<file path="src/rtl/noc_switch_pkg.sv">
// Shared definitions for the simple_mesh_xy switch: port indices,
// arbiter state encoding and the mux-select width helper.
package noc_switch_pkg;

    localparam int LOCAL = 0;
    localparam int N     = 1;
    localparam int E     = 2;
    localparam int S     = 3;
    localparam int W     = 4;

    typedef enum logic [0:0] {
        ARB_IDLE   = 1'b0,
        ARB_LOCKED = 1'b1
    } arb_state_e;

    function automatic int sel_w(input int n);
        return (n > 1) ? $clog2(n) : 1;
    endfunction

endpackage

</file>
<file path="src/rtl/rr_pick.sv">
// Combinational round-robin priority encoder.
// req: request vector; ptr: last winner (search starts at ptr+1);
// idx: chosen index; any: at least one request present.
module rr_pick
    import noc_switch_pkg::*;
#(
    parameter int  PORT_N = 5,
    localparam int SEL_W  = sel_w(PORT_N)
) (
    input  logic [PORT_N-1:0] req,
    input  logic [SEL_W-1:0]  ptr,
    output logic [SEL_W-1:0]  idx,
    output logic              any
);

    int j;

    // Scan ptr+1 .. ptr+PORT_N modulo PORT_N; the modulo keeps every
    // candidate index below PORT_N even when ptr sits at the top.
    always_comb begin
        idx = '0;
        any = 1'b0;
        j   = 0;
        for (int k = 1; k <= PORT_N; k++) begin
            j = (int'(ptr) + k) % PORT_N;
            if (!any && req[j]) begin
                any = 1'b1;
                idx = SEL_W'(j);
            end
        end
    end

endmodule

</file>
<file path="src/rtl/rr_packet_arbiter.sv">
// Round-robin wormhole arbiter for one switch output port.
// Ports: clk_i/rst_ni (sync, active-low); vld_i/head_i/tail_i per input;
// out_rdy_i from downstream; mux_in_sel_o, out_vld_o, rd_en_o, busy_o, err_o.
module rr_packet_arbiter
    import noc_switch_pkg::*;
#(
    parameter int  PORT_N = 5,
    localparam int SEL_W  = sel_w(PORT_N)
) (
    input  logic              clk_i,
    input  logic              rst_ni,
    input  logic [PORT_N-1:0] vld_i,
    input  logic [PORT_N-1:0] head_i,
    input  logic [PORT_N-1:0] tail_i,
    input  logic              out_rdy_i,
    output logic [SEL_W-1:0]  mux_in_sel_o,
    output logic              out_vld_o,
    output logic [PORT_N-1:0] rd_en_o,
    output logic              busy_o,
    output logic              err_o
);

    if (PORT_N < 3 || PORT_N > 5) begin : g_bad_port_n
        $error("rr_packet_arbiter: PORT_N must be 3, 4 or 5");
    end

    arb_state_e       state_q, state_d;
    logic [SEL_W-1:0] sel_q, sel_d;
    logic [SEL_W-1:0] ptr_q, ptr_d;
    logic             first_q, first_d;
    logic             err_q, err_d;
    logic             xfer;
    logic [SEL_W-1:0] pick_idx;
    logic             pick_any;

    rr_pick #(
        .PORT_N (PORT_N)
    ) u_pick (
        .req (vld_i & head_i),
        .ptr (ptr_q),
        .idx (pick_idx),
        .any (pick_any)
    );

    always_ff @(posedge clk_i) begin
        if (!rst_ni) begin
            state_q <= ARB_IDLE;
            sel_q   <= '0;
            ptr_q   <= SEL_W'(PORT_N - 1);
            first_q <= 1'b0;
            err_q   <= 1'b0;
        end else begin
            state_q <= state_d;
            sel_q   <= sel_d;
            ptr_q   <= ptr_d;
            first_q <= first_d;
            err_q   <= err_d;
        end
    end

    always_comb begin
        state_d   = state_q;
        sel_d     = sel_q;
        ptr_d     = ptr_q;
        first_d   = first_q;
        err_d     = err_q;
        xfer      = 1'b0;
        out_vld_o = 1'b0;
        rd_en_o   = '0;
        unique case (state_q)
            ARB_IDLE: begin
                // A body flit at the front of an idle input is a broken packet.
                if (|(vld_i & ~head_i)) err_d = 1'b1;
                if (pick_any) begin
                    sel_d   = pick_idx;
                    first_d = 1'b1;
                    state_d = ARB_LOCKED;
                end
            end
            ARB_LOCKED: begin
                out_vld_o = vld_i[sel_q];
                xfer      = vld_i[sel_q] & out_rdy_i;
                if (xfer) begin
                    rd_en_o = PORT_N'(1) << sel_q;
                    first_d = 1'b0;
                    if (head_i[sel_q] && !first_q) err_d = 1'b1;
                    if (tail_i[sel_q]) begin
                        state_d = ARB_IDLE;
                        ptr_d   = sel_q;
                    end
                end
            end
            default: state_d = ARB_IDLE;
        endcase
    end

    assign mux_in_sel_o = sel_q;
    assign busy_o       = (state_q == ARB_LOCKED);
    assign err_o        = err_q;

endmodule
</file>
<file path="config.mk">
export PLATFORM = sky130hd
export DESIGN_NAME = rr_packet_arbiter
export DESIGN_NICKNAME = d
export VERILOG_FILES = /design/src/rtl/noc_switch_pkg.sv /design/src/rtl/rr_pick.sv /design/src/rtl/rr_packet_arbiter.sv
export SDC_FILE = /design/constraint.sdc
export NUM_CORES = 1
export LEC_CHECK = 0
export CAP_MARGIN = 15
export CORE_ASPECT_RATIO = 1.2
export CORE_MARGIN = 2
export CORE_UTILIZATION = 58
export CTS_CLUSTER_DIAMETER = 30
export DETAILED_ROUTE_END_ITERATION = 7
export PLACE_DENSITY = 0.82
export SYNTH_ARGS = -nofsm -noshare
export SYNTH_HDL_FRONTEND = slang
export SYNTH_SLANG_ARGS = --single-unit
</file>
<file path="constraint.sdc">
create_clock -name clk_i -period 4.86 [get_ports clk_i]
set_input_delay 1.215 -clock clk_i [delete_from_list [all_inputs] [get_ports clk_i]]
set_output_delay 1.215 -clock clk_i [all_outputs]
set_load 0.05 [all_outputs]
</file>
== Word level (Yosys, flattened, before mapping) ==
Index checks and enable logic that the tools add are counted.
Widths: inputs -> output; s select.

* Input bits: 18
* Bits in registers: 9
* Logic and storage cells: 91
* Output and inout bits: 11

* Equality and inequality tests: 4
* Magnitude comparators: 6
* Shifts and indexed selects: 1
* Add/sub/neg operators: 5
* Reductions and logical operators: 15
* Bitwise logic cells: 5
* Multiplexer cells: 45
* Divide/modulo/power cells: 5

{| class="wikitable"
|+ Operators by type and width
! cell !! number
|-
| $lt 32x5->1 const B || 5
|-
| $mod 32x4->32 const B || 5
|-
| $mux 1 || 27
|-
| $bmux 1 s3 || 8
|-
| $mux 3 || 5
|-
| $and 5x5->5 || 2
|-
| $mux 5 || 2
|-
| $add 3x2->4 const B || 2
|-
| $add 3x3->4 const B || 2
|-
| $pmux 1 s2 || 3
|-
| $reduce_and 3->1 || 2
|-
| $logic_and 1x1->1 || 5
|-
| $logic_not 1->1 || 5
|-
| $not 5->5 || 1
|-
| $reduce_or 5->1 || 1
|-
| $shl 1x3->5 const A || 1
|-
| $add 3x1->4 const B || 1
|-
| $lt 3x4->1 const B || 1
|-
| $ne 2x1->1 const B || 2
|-
| $ne 2x2->1 const B || 2
|-
| $reduce_and 2->1 || 2
|-
| $and 1x1->1 || 1
|-
| $not 1->1 || 1
|}

== Longest topological paths before layout ==
Gate-level depths: netlist (run 1).

* Depth after elaboration: 20
* Depth in mapped cells: 20
* Mapped depth without buffers: 17

== Modules after synthesis ==
Synthesis (run 1) repeated with hierarchy kept, for this count alone.

* Cells, all modules: 316
* Area, all modules: 2449.8 um^2

{| class="wikitable"
|+ Modules (own cells, without submodules)
! module !! times used !! cells an instance !! seq. area each (um^2) !! area each (um^2)
|-
| rr_pick || 1 || 243 || 0.0 || 1793.0
|-
| rr_packet_arbiter || 1 || 73 || 180.2 || 656.9
|}

== Least setup slack after synthesis (run 1) ==
OpenSTA, ideal clock, no wires.

* Path type: in2out
* From: input vld_i[1]
* To: output rd_en_o[0]
* Stages on the path: 5
* Path buffers: 0
* Arrival: 4.039 ns
* Slack: -0.394 ns
* Data required time: 3.645 ns
* Path through: mux4_2 nand2b_1 a21oi_1 nand2_1 nor4_1

* Longest elaborated chain between the ends: 5

{| class="wikitable"
|+ RTL lines
! element !! RTL line !! text
|-
| start: declaration || rr_packet_arbiter.sv:12 || <nowiki>input logic [PORT_N-1:0] vld_i,</nowiki>
|-
| $bmux 1 s3 || rr_packet_arbiter.sv:82 || <nowiki>xfer = vld_i[sel_q] & out_rdy_i;</nowiki>
|-
| $mux 1 (implied by the code) || rr_packet_arbiter.sv:82 ||
|-
| $and 1x1->1 || rr_packet_arbiter.sv:82 ||
|-
| $mux 5 || rr_packet_arbiter.sv:83 || <nowiki>if (xfer) begin</nowiki>
|-
| $mux 5 || rr_packet_arbiter.sv:70 || <nowiki>unique case (state_q)</nowiki>
|-
| end: declaration || rr_packet_arbiter.sv:18 || <nowiki>output logic [PORT_N-1:0] rd_en_o,</nowiki>
|}

No other way between the ends. The select of a mux whose other input is x is not followed.

== Worst setup path after layout (run 1) ==
* From: register ptr_q[0]
* To: register sel_q[1] (netlist: mux_in_sel_o[1])

* Longest elaborated chain between the ends: 19
* Elaborated cells on any way between the ends: 44
* Classes of those cells: 5 x add/sub; 5 x div; 25 x mux; 9 x reduce/logical

{| class="wikitable"
|+ RTL lines
! element !! RTL line !! text
|-
| start: declaration || rr_packet_arbiter.sv:29 || <nowiki>logic [SEL_W-1:0] ptr_q, ptr_d;</nowiki>
|-
| start signal: assignment || rr_packet_arbiter.sv:49 || <nowiki>ptr_q <= SEL_W'(PORT_N - 1);</nowiki>
|-
| start signal: assignment || rr_packet_arbiter.sv:55 || <nowiki>ptr_q <= ptr_d;</nowiki>
|-
| $add 3x1->4 || rr_pick.sv:25 || <nowiki>j = (int'(ptr) + k) % PORT_N;</nowiki>
|-
| $mod 32x4->32 || rr_pick.sv:25 ||
|-
| $bmux 1 s3 || rr_pick.sv:26 || <nowiki>if (!any && req[j]) begin</nowiki>
|-
| $mux 1 (implied by the code) (2 in a row) || rr_pick.sv:26 ||
|-
| $mux 1 || rr_pick.sv:26 ||
|-
| $logic_not 1->1 || rr_pick.sv:26 ||
|-
| $logic_and 1x1->1 || rr_pick.sv:26 ||
|-
| $mux 1 || rr_pick.sv:26 ||
|-
| (+2 left out) || -- ||
|-
| $mux 1 || rr_pick.sv:26 ||
|-
| $logic_not 1->1 || rr_pick.sv:26 ||
|-
| $logic_and 1x1->1 || rr_pick.sv:26 ||
|-
| $mux 1 || rr_pick.sv:26 ||
|-
| $logic_not 1->1 || rr_pick.sv:26 ||
|-
| $logic_and 1x1->1 || rr_pick.sv:26 ||
|-
| $mux 1 || rr_pick.sv:26 ||
|-
| $reduce_and 2->1 (no line) || -- ||
|-
| end signal: assignment || rr_packet_arbiter.sv:54 || <nowiki>sel_q <= sel_d;</nowiki>
|-
| end: declaration || rr_packet_arbiter.sv:28 || <nowiki>logic [SEL_W-1:0] sel_q, sel_d;</nowiki>
|}

Parallel ways exist; a longest one is shown, timed or not. The select of a mux whose other input is x is not followed.
A chain may end at the register's enable or synchronous reset.

==> results of run 1 <==
==> layout by cell type, fill, tap and decap left out, drive strengths merged, types with 5 or more instances in the layout <==
| master | Yosys | layout |
|---|---|---|
| xnor2 | 9 | 9 |
| dfxtp | 9 | 9 |
| o21ai | 16 | 16 |
| nand2b | 6 | 6 |
| and2 | 8 | 8 |
| clkdlybuf4s50 | 0 | 23 |
| o211ai | 6 | 6 |
| a21oi | 15 | 15 |
| nand3 | 9 | 9 |
| ha | 24 | 24 |
| nor3 | 7 | 7 |
| inv | 25 | 25 |
| mux2i | 9 | 9 |
| or2 | 6 | 6 |
| a211oi | 7 | 7 |
| nand4 | 5 | 5 |
| nor2 | 22 | 22 |
| o31ai | 6 | 6 |
| nor2b | 10 | 10 |
| buf | 8 | 15 |
| nand2 | 28 | 28 |
==> synth_stat cells (3+ instances only) <==
cell      number
nand2_1       28
ha_1          24
inv_1         23
nor2_1        21
a21oi_1       12
o21ai_0       12
clkbuf_1      10
nor2b_1       10
dfxtp_1        9
mux2i_1        9
nand3_1        9
and2_1         8
xnor2_1        8
nand2b_1       6
nor3_1         6
o211ai_1       6
o31ai_1        6
a211oi_1       5
nand4_1        5
or2_2          5
a21o_1         4
a221oi_1       4
mux4_2         4
nor3b_1        4
a21boi_0       3
a21oi_2        3
a31oi_1        3
buf_2          3
buf_6          3
nor4_1         3
o21ai_1        3
o31a_1         3
o41ai_1        3
or3_1          3
or4_1          3
==> power groups by stage <==
| stage | Combinational [W] | Clock (W) | Sequential [W] |
|---|---|---|---|
| after CTS | 0.000579 | 0.0000909 | 0.000131 |
| after global placement | 0.000567 | 0 | 0.000131 |
| after detailed placement | 0.000575 | 0 | 0.000132 |
| after floorplan | 0.000430 | 0 | 0.000145 |
| after global routing | 0.000634 | 0.0000963 | 0.000136 |
| final | 0.000585 | 0.0000896 | 0.000131 |
==> cells by family (layout without fill, tap and decap cells) <==
| logic type | count (synthesis) | count (layout) |
|---|---|---|
| AO/OA/AOI/OAI | 107 | 107 |
| XOR/XNOR | 12 | 12 |
| adder cells (fa/ha/maj) | 24 | 24 |
| buffers and inverters | 45 | 69 |
| flip-flops | 9 | 9 |
| multiplexers | 16 | 16 |
| AND/OR/NAND/NOR | 122 | 122 |
==> registers in the layout, indices dropped and copies added (netlist names) <==
signal / flops
ptr_q: 3
busy_o: 1
first_q: 1
mux_in_sel_o: 3
err_o: 1
==> worst min path at each step <==
| stage | start | endpoint | slack (ns) | depth (start not counted) |
|---|---|---|---|---|
| after global placement | err_o$_SDFFE_PN0P_ | err_o$_SDFFE_PN0P_ | 0.47 | 1 |
| after CTS | err_o$_SDFFE_PN0P_ | err_o$_SDFFE_PN0P_ | 0.49 | 1 |
| after floorplan | first_q$_SDFFE_PN0P_ | first_q$_SDFFE_PN0P_ | 0.48 | 2 |
| final | err_o$_SDFFE_PN0P_ | err_o$_SDFFE_PN0P_ | 0.49 | 1 |
| after global routing | err_o$_SDFFE_PN0P_ | err_o$_SDFFE_PN0P_ | 0.52 | 1 |
| after detailed placement | err_o$_SDFFE_PN0P_ | err_o$_SDFFE_PN0P_ | 0.48 | 1 |
==> worst register-to-register path, stage by stage, from the launching register on <==
cell	delay (ns)
dfxtp_1	0.36
buf_4	0.20
inv_1	0.08
ha_1	0.31
ha_1	0.27
o31ai_1	0.26
o31ai_1	0.14
xnor2_1	0.21
ha_1	0.27
nor2b_1	0.15
o31a_4	0.36
xnor2_2	0.19
mux4_2	0.55
mux2_4	0.30
a41oi_4	0.30
o21ai_2	0.08
o221a_1	0.22
==> area by class of cell <==
cell class | count | area, um2 | area share [%]
multi-input combinational | 281 | 2185 | 73.76
timing repair buffer | 38 | 380.4 | 12.84
sequential | 9 | 180.2 | 6.084
inverter | 27 | 101.3 | 3.422
tap | 56 | 70.07 | 2.366
clock buffer | 4 | 45.04 | 1.521
==> routing by layer <==
metal	track usage [%]	up-vias	wire length, um
met5	0	-	0
met4	15.11	0	343
met3	5.279	34	390
met2	51.04	112	3437
met1	37.05	1226	3062
li1	-	1302	-
==> stage by stage <==
step	setup slack (ns)	area [um2]	total power (W)	util, %	cells
global route	0.2722	2962	0.0008663	69.49	415
CTS	0.5163	2962	0.0008002	69.49	415
finish	0.5094	2962	0.0008050	69.49	415
floorplan	0.1321	2567	0.0005752	-	335
detailed placement	0.5304	2917	0.0007075	68.44	411
global placement	0.6021	2917	0.0006985	68.44	411
==> metrics.txt, run 1 <==
fill cell count 371; Top cell by count, worst path ha_1; Synth cell types between 80 and 90; first-pass GRT wire length around 12000 um; Slew Viols, Final 0; Setup Skew approximately 0.00055 ns; antenna violations before repair 0; setup TNS 0 ns; CTS Buf Count 3; critical path depth 16; die height ~77 um; RSZ-0062 raised after global routing false; FP Rows 26; maxcap violations 0; cell-internal power 0.0003932 W; routed via count between 2000 and 3000; CP max stage delay 0.55 ns; Root Buffer clkbuf_8; critical path class flip-flop to flip-flop; DRT Wirelength just over 7000 um; Clk pin slew, worst setup/hold paths approximately 0.05 ns; 1st-pass router iterations 4; status complete, no violations; Final Net Count between 400 and 500; final hold viol count 0; WHS about 0.5 ns; share of the synthesized area in the top cell type a little under an eighth; maximum net fanout on the critical path 10; TritonCTS clock tree built; Reg2Reg Depth 16; Congestion Overflow GR 0; antenna-violating nets left 0; CP Launch Point ptr_q[0]$_SDFFE_PN0P_; Crit. End Element flip-flop; pwr/cell area ~270 mW/mm2; largest family of logic cells by synthesized area compound AO/OA/AOI/OAI gates; Synth Instances 335; Reg-to-Reg End mux_in_sel_o[1]$_SDFFE_PN0P_; Post-Synth Adder-Cell Area between 10% and 20%; final setup violation count 0; vias per inst ~6.4; Area contributors post-synth ha_1 (12%), dfxtp_1 (7.0%), nand2_1 (4.1%), mux2i_1 (3.5%), mux4_2 (3.5%); overall routing resource usage between 30 and 40%; syn nets between 300 and 400; Die ar. about 0.0050 mm2; area leader, netlist ha_1; post-CTS setup buffers 0; post-cts hold buffer count 0; Worst slew margin 60.53%; CP Buf/Inv Count 2; Comb power frac between 70% and 80%; Tcrit/Tclk final 89.52%; peak supply drop about 0.00016 V; Seq pwr share 16.2%; Post-CTS Resized 0; WL/cell 17.43 um; CP max stage cell mux4_2; Critical Path End mux_in_sel_o[1]$_SDFFE_PN0P_; synth warn 0; core area 0.004262 mm2; f_max 229.9 MHz; Post-synth EDFFs 0; Synth Flop Type dfxtp_1; Worst R2R Setup Slack slightly above 0.5 ns; Sw Pwr 0.0004118 W; Clock Tree Buf Depth 2; Starting Density roughly 60%; area grow syn2layout 15.63%; Worst Max-Slew Pin Slew 0.5910 ns; Mapped Area around 0.0026 mm2; Clock Power Share 11.1%; Synth Register Bits 9; fin crit period 4.351 ns; I/O Pins 29; sequential area share after synthesis roughly 7%; crit path DAT roughly 4.5 ns; DRC 0; share of layout cells above drive strength 1 roughly 16%; Synth Area in XOR/XNOR approximately 4.7%; post-synthesis simple-gate area fraction approximately a quarter; placer congestion estimate between 1 and 1.5; Leak 1.211 nW; Clock Latency Late Sink ~0.24 ns; pin count of the biggest net entering global routing 21; post-synthesis mux area share between 8 and 9%; Top delay family on crit path compound AO/OA/AOI/OAI gates; Synth Area in Compound Gates between 30% and 40%; worst min path class flip-flop to flip-flop; Avg Cell Area, Syn 7.645 um2; DP Wirelength between 5000 and 6000 um; H-tree depth 1; required time of the critical path between 4 and 5 ns; worst reg2reg startpoint ptr_q[0]$_SDFFE_PN0P_; antenna cells 0; Post-synth ARST share 0%; switching share of power approximately half; PortBufs 28; DR iter-0 viols around 190; CP Launch Type flip-flop; # clock sinks 9; critical-path cell list buf_4 > inv_1 > ha_1 > ha_1 > o31ai_1 > o31ai_1 > xnor2_1 > ha_1 > nor2b_1 > o31a_4 > xnor2_2 > mux4_2 > mux2_4 > a41oi_4 > o21ai_2 > o221a_1; vias in the first global route around 2600; width of the die 64.66 um
Note: power is estimated with default switching activity, not from simulation.
==> run 2: changes to the inputs <==
CAP_MARGIN = default   (was 15)
==> results of run 2 <==
Final layout, timing and power as in run 1 (identical DEF).
